===== src/rtl/simon_pkg.sv =====
//------------------------------------------------------------------------------
// Module : simon_pkg
// Brief  : Simon32/64 constants, types and the round function f().
// Rev    : 1.0  initial release
//------------------------------------------------------------------------------
`default_nettype none

package simon_pkg;

    localparam int          SIMON_WORD   = 16;
    localparam int          SIMON_ROUNDS = 32;
    localparam logic [15:0] SIMON_C      = 16'hfffc;
    localparam logic [61:0] SIMON_Z0     = 62'h19C3522FB386A45F;

    typedef logic [SIMON_WORD-1:0] simon_word_t;

    typedef enum logic [1:0] {
        IDLE = 2'd0,
        KEXP = 2'd1,
        RUN  = 2'd2,
        DONE = 2'd3
    } simon_sched_st_e;

    // f(x) = (x<<<1 & x<<<8) ^ (x<<<2)
    function automatic simon_word_t simon_f(simon_word_t x);
        return ({x[14:0], x[15]} & {x[7:0], x[15:8]}) ^ {x[13:0], x[15:14]};
    endfunction

endpackage

`default_nettype wire


===== src/rtl/simon_enc_sched_if.sv =====
//------------------------------------------------------------------------------
// Module : simon_enc_sched_if
// Brief  : Block in/out valid/ready bundle; in_dec exists with SIMON_DECRYPT_EN.
// Rev    : 1.0  initial release
//------------------------------------------------------------------------------
`default_nettype none

interface simon_enc_sched_if;
    logic        in_valid;
    logic        in_ready;
    logic [31:0] in_blk;
`ifdef SIMON_DECRYPT_EN
    logic        in_dec;
`endif
    logic        out_valid;
    logic        out_ready;
    logic [31:0] out_blk;

    modport master (
`ifdef SIMON_DECRYPT_EN
        output in_dec,
`endif
        output in_valid,
        output in_blk,
        output out_ready,
        input  in_ready,
        input  out_valid,
        input  out_blk
    );

    modport slave (
`ifdef SIMON_DECRYPT_EN
        input  in_dec,
`endif
        input  in_valid,
        input  in_blk,
        input  out_ready,
        output in_ready,
        output out_valid,
        output out_blk
    );
endinterface

`default_nettype wire


===== src/rtl/simon_round.sv =====
//------------------------------------------------------------------------------
// Module : simon_round
// Brief  : One combinational Simon32 round; inverse round with SIMON_DECRYPT_EN.
// Rev    : 1.0  initial release
//------------------------------------------------------------------------------
`default_nettype none

module simon_round
    import simon_pkg::*;
(
    input  wire simon_word_t x,
    input  wire simon_word_t y,
    input  wire simon_word_t k,
`ifdef SIMON_DECRYPT_EN
    input  wire logic        dec,
`endif
    output simon_word_t      x_nxt,
    output simon_word_t      y_nxt
);

    always_comb begin
        x_nxt = y ^ simon_f(x) ^ k;
        y_nxt = x;
`ifdef SIMON_DECRYPT_EN
        if (dec) begin
            x_nxt = y;
            y_nxt = x ^ simon_f(y) ^ k;
        end
`endif
    end

endmodule

`default_nettype wire


===== src/rtl/simon_enc_sched.sv =====
//------------------------------------------------------------------------------
// Module : simon_enc_sched
// Brief  : Simon32/64 sequencer: drives external key expansion, runs 32 rounds
//          per block, one per cycle. SIMON_DECRYPT_EN adds per-block decrypt.
// Rev    : 1.0  initial release
//------------------------------------------------------------------------------
`default_nettype none

module simon_enc_sched
    import simon_pkg::*;
#(
    parameter int KX_LAT = 30,
    parameter int ROUNDS = SIMON_ROUNDS
) (
    input  wire logic                      clk,
    input  wire logic                      rst,
    input  wire logic [63:0]               key_in,
    input  wire logic                      key_load,
    simon_enc_sched_if.slave               bus,
    output logic                           busy,
    output logic                           key_ok,
    output logic                           kx_start,
    output logic [63:0]                    kx_keytext,
    input  wire simon_word_t [ROUNDS-1:0]  kx_key
);

    localparam int              CW         = (KX_LAT > 1) ? $clog2(KX_LAT) : 1;
    localparam logic [CW-1:0]   c_kx_last  = CW'(KX_LAT - 1);
    localparam logic [4:0]      c_rnd_last = 5'(ROUNDS - 1);

    simon_sched_st_e r_state;
    simon_sched_st_e w_state_nxt;

    logic          r_key_ok;
    logic          r_kx_start;
    logic [63:0]   r_kx_keytext;
    logic [CW-1:0] r_cnt;
    simon_word_t   r_x;
    simon_word_t   r_y;
    logic [4:0]    r_rnd;
    logic [31:0]   r_out_blk;

    logic          w_in_ready;
    logic          w_out_valid;
    logic          w_busy;
    logic          w_accept;
    logic          w_kx_done;
    logic          w_rnd_last;
    logic [4:0]    w_rnd_step;
    logic [4:0]    w_rnd_start;
    simon_word_t   w_x_nxt;
    simon_word_t   w_y_nxt;

    assign w_kx_done = (r_cnt == c_kx_last);
    assign w_accept  = bus.in_valid && w_in_ready;

`ifdef SIMON_DECRYPT_EN
    logic r_dec;

    assign w_rnd_last  = r_dec ? (r_rnd == 5'd0) : (r_rnd == c_rnd_last);
    assign w_rnd_step  = r_dec ? (r_rnd - 5'd1) : (r_rnd + 5'd1);
    assign w_rnd_start = bus.in_dec ? c_rnd_last : 5'd0;

    always_ff @(posedge clk or negedge rst) begin
        if (!rst) begin
            r_dec <= 1'b0;
        end else if (w_accept) begin
            r_dec <= bus.in_dec;
        end
    end
`else
    assign w_rnd_last  = (r_rnd == c_rnd_last);
    assign w_rnd_step  = r_rnd + 5'd1;
    assign w_rnd_start = 5'd0;
`endif

    simon_round u_round (
        .x     (r_x),
        .y     (r_y),
        .k     (kx_key[r_rnd]),
`ifdef SIMON_DECRYPT_EN
        .dec   (r_dec),
`endif
        .x_nxt (w_x_nxt),
        .y_nxt (w_y_nxt)
    );

    always_ff @(posedge clk or negedge rst) begin
        if (!rst) begin
            r_state <= IDLE;
        end else begin
            r_state <= w_state_nxt;
        end
    end

    // in_ready is masked by key_load so a colliding block never sees a handshake
    always_comb begin
        w_state_nxt = r_state;
        w_in_ready  = 1'b0;
        w_out_valid = 1'b0;
        w_busy      = 1'b1;
        case (r_state)
            IDLE: begin
                w_busy     = 1'b0;
                w_in_ready = r_key_ok && !key_load;
                if (key_load) begin
                    w_state_nxt = KEXP;
                end else if (bus.in_valid && w_in_ready) begin
                    w_state_nxt = RUN;
                end
            end
            KEXP: begin
                if (w_kx_done) begin
                    w_state_nxt = IDLE;
                end
            end
            RUN: begin
                if (w_rnd_last) begin
                    w_state_nxt = DONE;
                end
            end
            DONE: begin
                w_out_valid = 1'b1;
                if (bus.out_ready) begin
                    w_state_nxt = IDLE;
                end
            end
            default: w_state_nxt = IDLE;
        endcase
    end

    always_ff @(posedge clk or negedge rst) begin
        if (!rst) begin
            r_key_ok     <= 1'b0;
            r_kx_start   <= 1'b0;
            r_kx_keytext <= 64'd0;
            r_cnt        <= '0;
            r_x          <= '0;
            r_y          <= '0;
            r_rnd        <= 5'd0;
            r_out_blk    <= 32'd0;
        end else begin
            r_kx_start <= 1'b0;
            case (r_state)
                IDLE: begin
                    if (key_load) begin
                        r_kx_keytext <= {key_in[15:0], key_in[31:16], key_in[47:32], key_in[63:48]};
                        r_key_ok     <= 1'b0;
                        r_kx_start   <= 1'b1;
                        r_cnt        <= '0;
                    end else if (w_accept) begin
                        r_x   <= bus.in_blk[31:16];
                        r_y   <= bus.in_blk[15:0];
                        r_rnd <= w_rnd_start;
                    end
                end
                KEXP: begin
                    if (w_kx_done) begin
                        r_key_ok <= 1'b1;
                    end else begin
                        r_cnt <= r_cnt + 1'b1;
                    end
                end
                RUN: begin
                    r_x <= w_x_nxt;
                    r_y <= w_y_nxt;
                    if (w_rnd_last) begin
                        r_rnd     <= 5'd0;
                        r_out_blk <= {w_x_nxt, w_y_nxt};
                    end else begin
                        r_rnd <= w_rnd_step;
                    end
                end
                default: ;
            endcase
        end
    end

    assign bus.in_ready  = w_in_ready;
    assign bus.out_valid = w_out_valid;
    assign bus.out_blk   = r_out_blk;
    assign busy          = w_busy;
    assign key_ok        = r_key_ok;
    assign kx_start      = r_kx_start;
    assign kx_keytext    = r_kx_keytext;

endmodule

`default_nettype wire

===== src/flat_wrapper.sv =====
// flat-port wrapper written by rule: the top's interface ports become plain ports
module simon_enc_sched_flat import simon_pkg::*;
#(
    parameter int KX_LAT = 30,
    parameter int ROUNDS = SIMON_ROUNDS
)
  (clk, rst, key_in, key_load, busy, key_ok, kx_start, kx_keytext, kx_key, bus_in_valid, bus_in_blk, bus_out_ready, bus_in_ready, bus_out_valid, bus_out_blk);
  simon_enc_sched_if bus_i ();
  input  wire logic clk;
  input  wire logic rst;
  input  wire logic [63:0] key_in;
  input  wire logic key_load;
  output logic busy;
  output logic key_ok;
  output logic kx_start;
  output logic [63:0] kx_keytext;
  input  wire simon_word_t [ROUNDS-1:0] kx_key;
  input wire logic [$bits(bus_i.in_valid)-1:0] bus_in_valid;
  input wire logic [$bits(bus_i.in_blk)-1:0] bus_in_blk;
  input wire logic [$bits(bus_i.out_ready)-1:0] bus_out_ready;
  output wire logic [$bits(bus_i.in_ready)-1:0] bus_in_ready;
  output wire logic [$bits(bus_i.out_valid)-1:0] bus_out_valid;
  output wire logic [$bits(bus_i.out_blk)-1:0] bus_out_blk;
  assign bus_i.in_valid = bus_in_valid;
  assign bus_i.in_blk = bus_in_blk;
  assign bus_i.out_ready = bus_out_ready;
  assign bus_in_ready = bus_i.in_ready;
  assign bus_out_valid = bus_i.out_valid;
  assign bus_out_blk = bus_i.out_blk;
  simon_enc_sched #(.KX_LAT(KX_LAT), .ROUNDS(ROUNDS)) u_core (.clk(clk), .rst(rst), .key_in(key_in), .key_load(key_load), .bus(bus_i), .busy(busy), .key_ok(key_ok), .kx_start(kx_start), .kx_keytext(kx_keytext), .kx_key(kx_key));
endmodule

===== config.mk =====
export PLATFORM = sky130hd
export DESIGN_NAME = simon_enc_sched_flat
export DESIGN_NICKNAME = d
export VERILOG_FILES = /design/src/rtl/simon_pkg.sv /design/src/rtl/simon_enc_sched_if.sv /design/src/rtl/simon_round.sv /design/src/rtl/simon_enc_sched.sv /design/src/flat_wrapper.sv
export SDC_FILE = /design/constraint.sdc
export NUM_CORES = 1
export LEC_CHECK = 0
export CORE_AREA = 2 2 281 283
export DETAILED_ROUTE_END_ITERATION = 6
export DIE_AREA = 0 0 283 285
export PLACE_DENSITY_LB_ADDON = 0.05
export SETUP_SLACK_MARGIN = 0.2
export SYNTH_ARGS = -nofsm -noshare
export SYNTH_HDL_FRONTEND = slang
export SYNTH_HIERARCHICAL = 1
export SYNTH_SLANG_ARGS = --single-unit

===== constraint.sdc =====
create_clock -name clk -period 3.6 [get_ports clk]
set_clock_uncertainty 0.1 [all_clocks]
set_input_delay 0.9 -clock clk [delete_from_list [all_inputs] [get_ports clk]]
set_output_delay 0.9 -clock clk [all_outputs]
set_load 0.03 [all_outputs]

## Yosys cells after proc, flatten, opt, wreduce, memory -nomap -nowiden

Index checks and enable logic that the tools add are counted.

| storage, ports and cells | value |
|---|---|
| flip-flop bits (word level) | 142 |
| input bits | 613 |
| output and inout bits | 101 |
| word-level logic and storage cells | 71 |

| operators by class | value |
|---|---|
| $add $sub $neg | 2 |
| $lt $le $gt $ge | 1 |
| equal/unequal tests | 13 |
| mux-type cells | 29 |
| bitwise operators | 4 |
| reductions and logical operators | 13 |

Operator list:

| kind | number |
|---|---|
| $bmux W16 S5 | 1 |
| $mux W16 | 5 |
| $pmux W16 S2 | 2 |
| $xor A16 B16 Y16 | 3 |
| $mux W5 | 5 |
| $pmux W5 S2 | 2 |
| $and A16 B16 Y16 | 1 |
| $add A5 B1 Y5 const B | 2 |
| $eq A5 B5 Y1 const B | 2 |
| $mux W2 | 5 |
| $reduce_and A3 Y1 | 3 |
| $ne A2 B2 Y1 const B | 4 |
| $pmux W2 S4 | 1 |
| $mux W1 | 7 |
| $lt A5 B6 Y1 const B | 1 |
| $ne A2 B1 Y1 const B | 3 |
| $eq A2 B2 Y1 const B | 2 |
| $reduce_and A2 Y1 | 2 |
| $reduce_and A4 Y1 | 1 |
| $reduce_bool A2 Y1 | 2 |
| $logic_and A1 B1 Y1 | 3 |
| $ne A3 B2 Y1 const B | 1 |
| $eq A2 B1 Y1 const B | 1 |
| $logic_not A2 Y1 | 1 |
| 2 further kinds | 2 |

## Longest topological paths before layout

| depth | value |
|---|---|
| word-level depth | 7 |
| gate-level depth with buffers | 13 |

## Hierarchy

The synthesis kept the hierarchy.

By module, submodules not included:

| module | times used | cells an instance | area an instance (um^2) | sequential area each (um^2) |
|---|---|---|---|---|
| simon_enc_sched | 1 | 749 | 9748.1 | 3553.4 |
| simon_round | 1 | 64 | 680.7 | 0.0 |

## Least setup slack after synthesis

No wires, ideal clock.

| timing path | value |
|---|---|
| path kind | in2reg |
| from | in kx_key[124] in the netlist's numbering |
| to | reg u_core.r_out_blk[28] (netlist: u_core/bus.out_blk[28]) |
| library setup time | 0.125 ns |
| arrival | 2.606 ns |
| path slack | 0.769 ns |
| cell stages on the path | 7 |
| buffers on the path | 0 |
| path through | mux4_2 a22o_1 a2111oi_0 a21oi_1 xor2_1 xnor3_1 mux2_2 |

| between the ends | value |
|---|---|
| word-level cells in the longest chain between the ends | 3 |

Ends and longest elaborated chain:

| item | line | text |
|---|---|---|
| start: declaration | flat_wrapper.sv:17 | `input wire simon_word_t [ROUNDS-1:0] kx_key;` |
| $bmux W16 S5 | simon_enc_sched.sv:80 | `.k (kx_key[r_rnd]),` |
| $mux W16 (not written as such) | simon_enc_sched.sv:80 |  |
| $xor A16 B16 Y16 | simon_round.sv:22 | `x_nxt = y ^ simon_f(x) ^ k;` |
| via u_core.w_x_nxt[12] | simon_enc_sched.sv:51 | `simon_word_t w_x_nxt;` |
| end signal: assignment | simon_enc_sched.sv:169 | `r_out_blk <= {w_x_nxt, w_y_nxt};` |
| end: declaration | simon_enc_sched.sv:41 | `logic [31:0] r_out_blk;` |

The timed path passes the listed nets, and every way through them passes these cells. The select of a mux whose other input is x is not followed.
A chain may end at the register's enable or synchronous reset.

## Worst setup path after layout

| timing path | value |
|---|---|
| from | reg u_core.r_rnd[0] |
| to | reg u_core.r_x[11] |

| between the ends | value |
|---|---|
| word-level cells in the longest chain between the ends | 4 |

Ends and longest elaborated chain:

| item | line | text |
|---|---|---|
| start: declaration | simon_enc_sched.sv:40 | `logic [4:0] r_rnd;` |
| start signal: assignment | simon_enc_sched.sv:154 | `r_rnd <= w_rnd_start;` |
| start signal: assignment | simon_enc_sched.sv:171 | `r_rnd <= w_rnd_step;` |
| $bmux W16 S5 | simon_enc_sched.sv:80 |  |
| $mux W16 (not written as such) | simon_enc_sched.sv:80 |  |
| $xor A16 B16 Y16 | simon_round.sv:22 |  |
| via u_core.w_x_nxt[11] | simon_enc_sched.sv:51 |  |
| $pmux W16 S2 | simon_enc_sched.sv:144 | `case (r_state)` |
| end signal: assignment | simon_enc_sched.sv:152 | `r_x <= bus.in_blk[31:16];` |
| end signal: assignment | simon_enc_sched.sv:165 | `r_x <= w_x_nxt;` |
| end: declaration | simon_enc_sched.sv:38 | `simon_word_t r_x;` |

The timed path passes the listed nets, and every way through them passes these cells. The select of a mux whose other input is x is not followed.

==> impl_metrics.json <==
{
  "status": "completed",
  "wl_per_cell_um": 28.0,
  "postCtsSetupRepairBufs": 0,
  "rows": 103,
  "synth_edf_count": 0,
  "synth.top_cell.area_share": 0.341,
  "htree_num_levels": 4,
  "gp_congestion": 0.859,
  "switching_share": 0.422,
  "finalHoldViolations": 0,
  "rsz0062_at_grt": "true",
  "synth-seq-cells": 142,
  "drive_gt1_frac": 0.213,
  "slew_violations": 0,
  "fill_cells": 8248,
  "clkPwrFrac": 0.134,
  "avgSynthCellArea_um2": 12.8,
  "ctsHoldBuffers": 0,
  "die_w_um": 283,
  "core_area_um2": 78000,
  "async_flop_share": 1.00,
  "io_buffers": 713,
  "cp_slowest_cell": "mux4_2",
  "drtIter0Drc": 380,
  "tritoncts": "built",
  "worstMarginPinSlew_ps": 688,
  "clock_latency_ps": 430,
  "synthDistinctLibCells": 47,
  "fin_crit_sh": 0.935,
  "endpoint_kind": "register",
  "cts_sinks": 142,
  "seqPwrFrac": 0.224,
  "final_cells": 2598,
  "io_pins": 714,
  "ctsLongestPathBuffers": 2,
  "worst_slack_ps": 234,
  "max_freq_ghz": 0.297,
  "syn-cell-area_um2": 10400,
  "critPathLaunchType": "register",
  "via_per_inst": 3.93,
  "vias": 10200,
  "hp-class": "input port to asynchronous set/reset pin",
  "grt_pass1_wl_mm": 99.8,
  "tns_ps": 0,
  "die_h_um": 285,
  "dpl_worst_slack_ps": -920,
  "layout.nets": 2142,
  "syn-num-nets": 1430,
  "syn-instance-count": 813,
  "area_growth_pct": 90.8,
  "p_comb_frac": 0.642,
  "powerDensity_nw_per_um2": 682,
  "slew_headroom": 0.542,
  "dieArea_um2": 80700,
  "ir_worst_vdd_mv": 0.277,
  "gr-usage-all-layers": 0.177,
  "worstSetupPathType": "register to register",
  "met1_length_mm": 28.9,
  "drc": 0,
  "root_buffer": "clkbuf_16",
  "crit_fanout": 21,
  "cp.arrival_ps": 3560,
  "start_util": 0.134,
  "met3WireLength_mm": 4.04,
  "critPathMostFrequentCell": "buf_12",
  "dr_wl_met2_mm": 39.3,
  "leakagePower_uw": 0.00750,
  "yosys.area.top_type": "dfrtp_1",
  "placed_cell_area_um2": 19100,
  "fin_crit_ps": 3370,
  "maxCapViolCount": 0,
  "finalPower_uw": 13600,
  "cp.required_ps": 3800,
  "antenna_found_initial": 19,
  "crit_chain": "buf_12 > buf_12 > mux4_2 > a22o_1 > a2111oi_4 > buf_4 > a21oi_1 > xor2_1 > xnor3_1 > mux2i_1 > o21ai_0",
  "numCtsBuffers": 17,
  "startpoint": "u_core/r_rnd[0]",
  "cp_slowest_stage_delay_ps": 520,
  "crit_family": "compound AO/OA/AOI/OAI gates",
  "postRouteAntennaNets": 0,
  "path_clk_slew_ps": 70,
  "drt_first_pass_iters": 5,
  "postLayoutCellArea_um2": 19900,
  "yosysSeqAreaShare": 0.341,
  "r2r_start": "u_core/r_rnd[0]",
  "p_int_uw": 7840,
  "dp_hpwl_mm": 61.8,
  "switching_power_uw": 5730,
  "routed_wl_mm": 72.8,
  "grt_max_degree": 71,
  "overflow": 0,
  "top_layer_used": "met5",
  "grt_pass1_vias": 11500,
  "synthTopCellsByArea": "dfrtp_1 34%, mux4_2 21%, mux2_2 10%",
  "cp_num_buf_inv": 3,
  "dp.cells": 2556,
  "yosys_warnings": 6,
  "setup_viol": 0,
  "synth_flop_cell": "dfrtp_1"
}
==> worst reg2reg max path: cells and delay by family, from the launching register on <==
kind            cells  cell delay [ps]
compound gates      4              820
xor+xnor            2              530
buf+inv             3              620
flops               1              440
mux                 2              710
==> worst paths after layout <==
kind	to	slack, ps	cells past startpoint
min in group clk	u_core/r_y[14]	390	2
hold reg to reg	u_core/r_y[14]	390	2
setup reg to reg	u_core/r_x[11]	230	11
max in group asynchronous	u_core/kx_keytext[17]	2230	2
setup / recovery	u_core/r_x[11]	230	11
hold / removal	u_core/kx_keytext[38]	370	1
==> logic make-up (layout without fill, tap and decap cells) <==
logic type | after synthesis | count (layout) | share of synthesized area
AOI/OAI and AO/OA | 167 | 167 | 0.114
xor gates and xnor gates | 34 | 34 | 0.0497
adders and majority gates | 4 | 4 | 0.00480
buffers and inverters | 95 | 819 | 0.0523
DFF | 142 | 142 | 0.341
muxes | 290 | 290 | 0.405
other | 0 | 11 | 0
and+or+nand+nor | 81 | 81 | 0.0337
==> power by group through the flow <==
stage	combinational, uW	sequential, uW	clock, uW
after floorplan	3900	3950	0
after global placement	8680	3090	0
after detailed placement	8720	3090	0
after CTS	8850	3060	1910
after global routing	9270	3170	1960
final	8710	3040	1820
==> cells in the mapped netlist (all sizes together) (2+ instances only) <==
cell type	n
a2111oi	16
a21oi	34
a22o	20
a22oi	17
buf	55
clkbuf	34
dfrtp	142
ha	4
inv	6
mux2	97
mux2i	97
mux4	96
nand2	55
nand3	4
nand3b	2
nand4	2
nor2	8
nor2b	2
o21ai	40
o221ai	16
o22ai	16
xnor2	2
xnor3	16
xor2	16
==> layout by cell type (no fill, tap or decap), drive strengths merged, types with 4 or more instances in the layout <==
cell           Yosys  routed
mux4              96      96
clkdlybuf4s50      0     710
ha                 4       4
nand3              4       4
o21ai             40      40
clkbuf            34      19
clkinv             0       6
xnor3             16      16
dfrtp            142     142
a21oi             34      34
nor2               8       8
o221ai            16      16
buf               55      70
a22oi             17      17
mux2i             97      97
nand2             55      55
a22o              20      20
xor2              16      16
o22ai             16      16
inv                6       8
diode              0      11
mux2              97      97
a2111oi           16      16
==> metrics by stage <==
step	utilization	hold slack, ps
after CTS	0.254	380
after global placement	0.245	376
after floorplan	-	352
after global routing	0.255	401
final	0.255	366
after detailed placement	0.245	387
==> state kept, by name (all words and copies together) (netlist names) <==
signal              cells
u_core/r_cnt            5
u_core/bus.out_blk     32
u_core/r_x             16
u_core/r_y             16
u_core/kx_start         1
u_core/kx_keytext      64
u_core/r_state          2
u_core/key_ok           1
u_core/r_rnd            5
==> metal layers <==
| metal | vias up | track usage |
|---|---|---|
| li1 | 4635 | - |
| met1 | 5211 | 0.204 |
| met2 | 315 | 0.335 |
| met3 | 39 | 0.0474 |
| met4 | 18 | 0.0205 |
| met5 | - | 0 |
==> final cells by class <==
class	instances	area, um2	area share
flip-flops and latches	142	3560	0.179
repair buffers	782	7820	0.393
multi-input cells	576	6560	0.330
well taps	1050	1310	0.0660
clock inverters	12	138	0.00692
inverters	6	22.5	0.00113
diodes	11	27.5	0.00138
clock buffers	19	443	0.0223
==> what timing repair did <==
| item | 4_1_cts | 5_1_grt |
|---|---|---|
| gates resized for setup | 12 | 18 |
| endpoints found under the setup margin | 16 | 20 |
| pin swaps | 3 | 7 |
(Power assumes the default switching activity.)
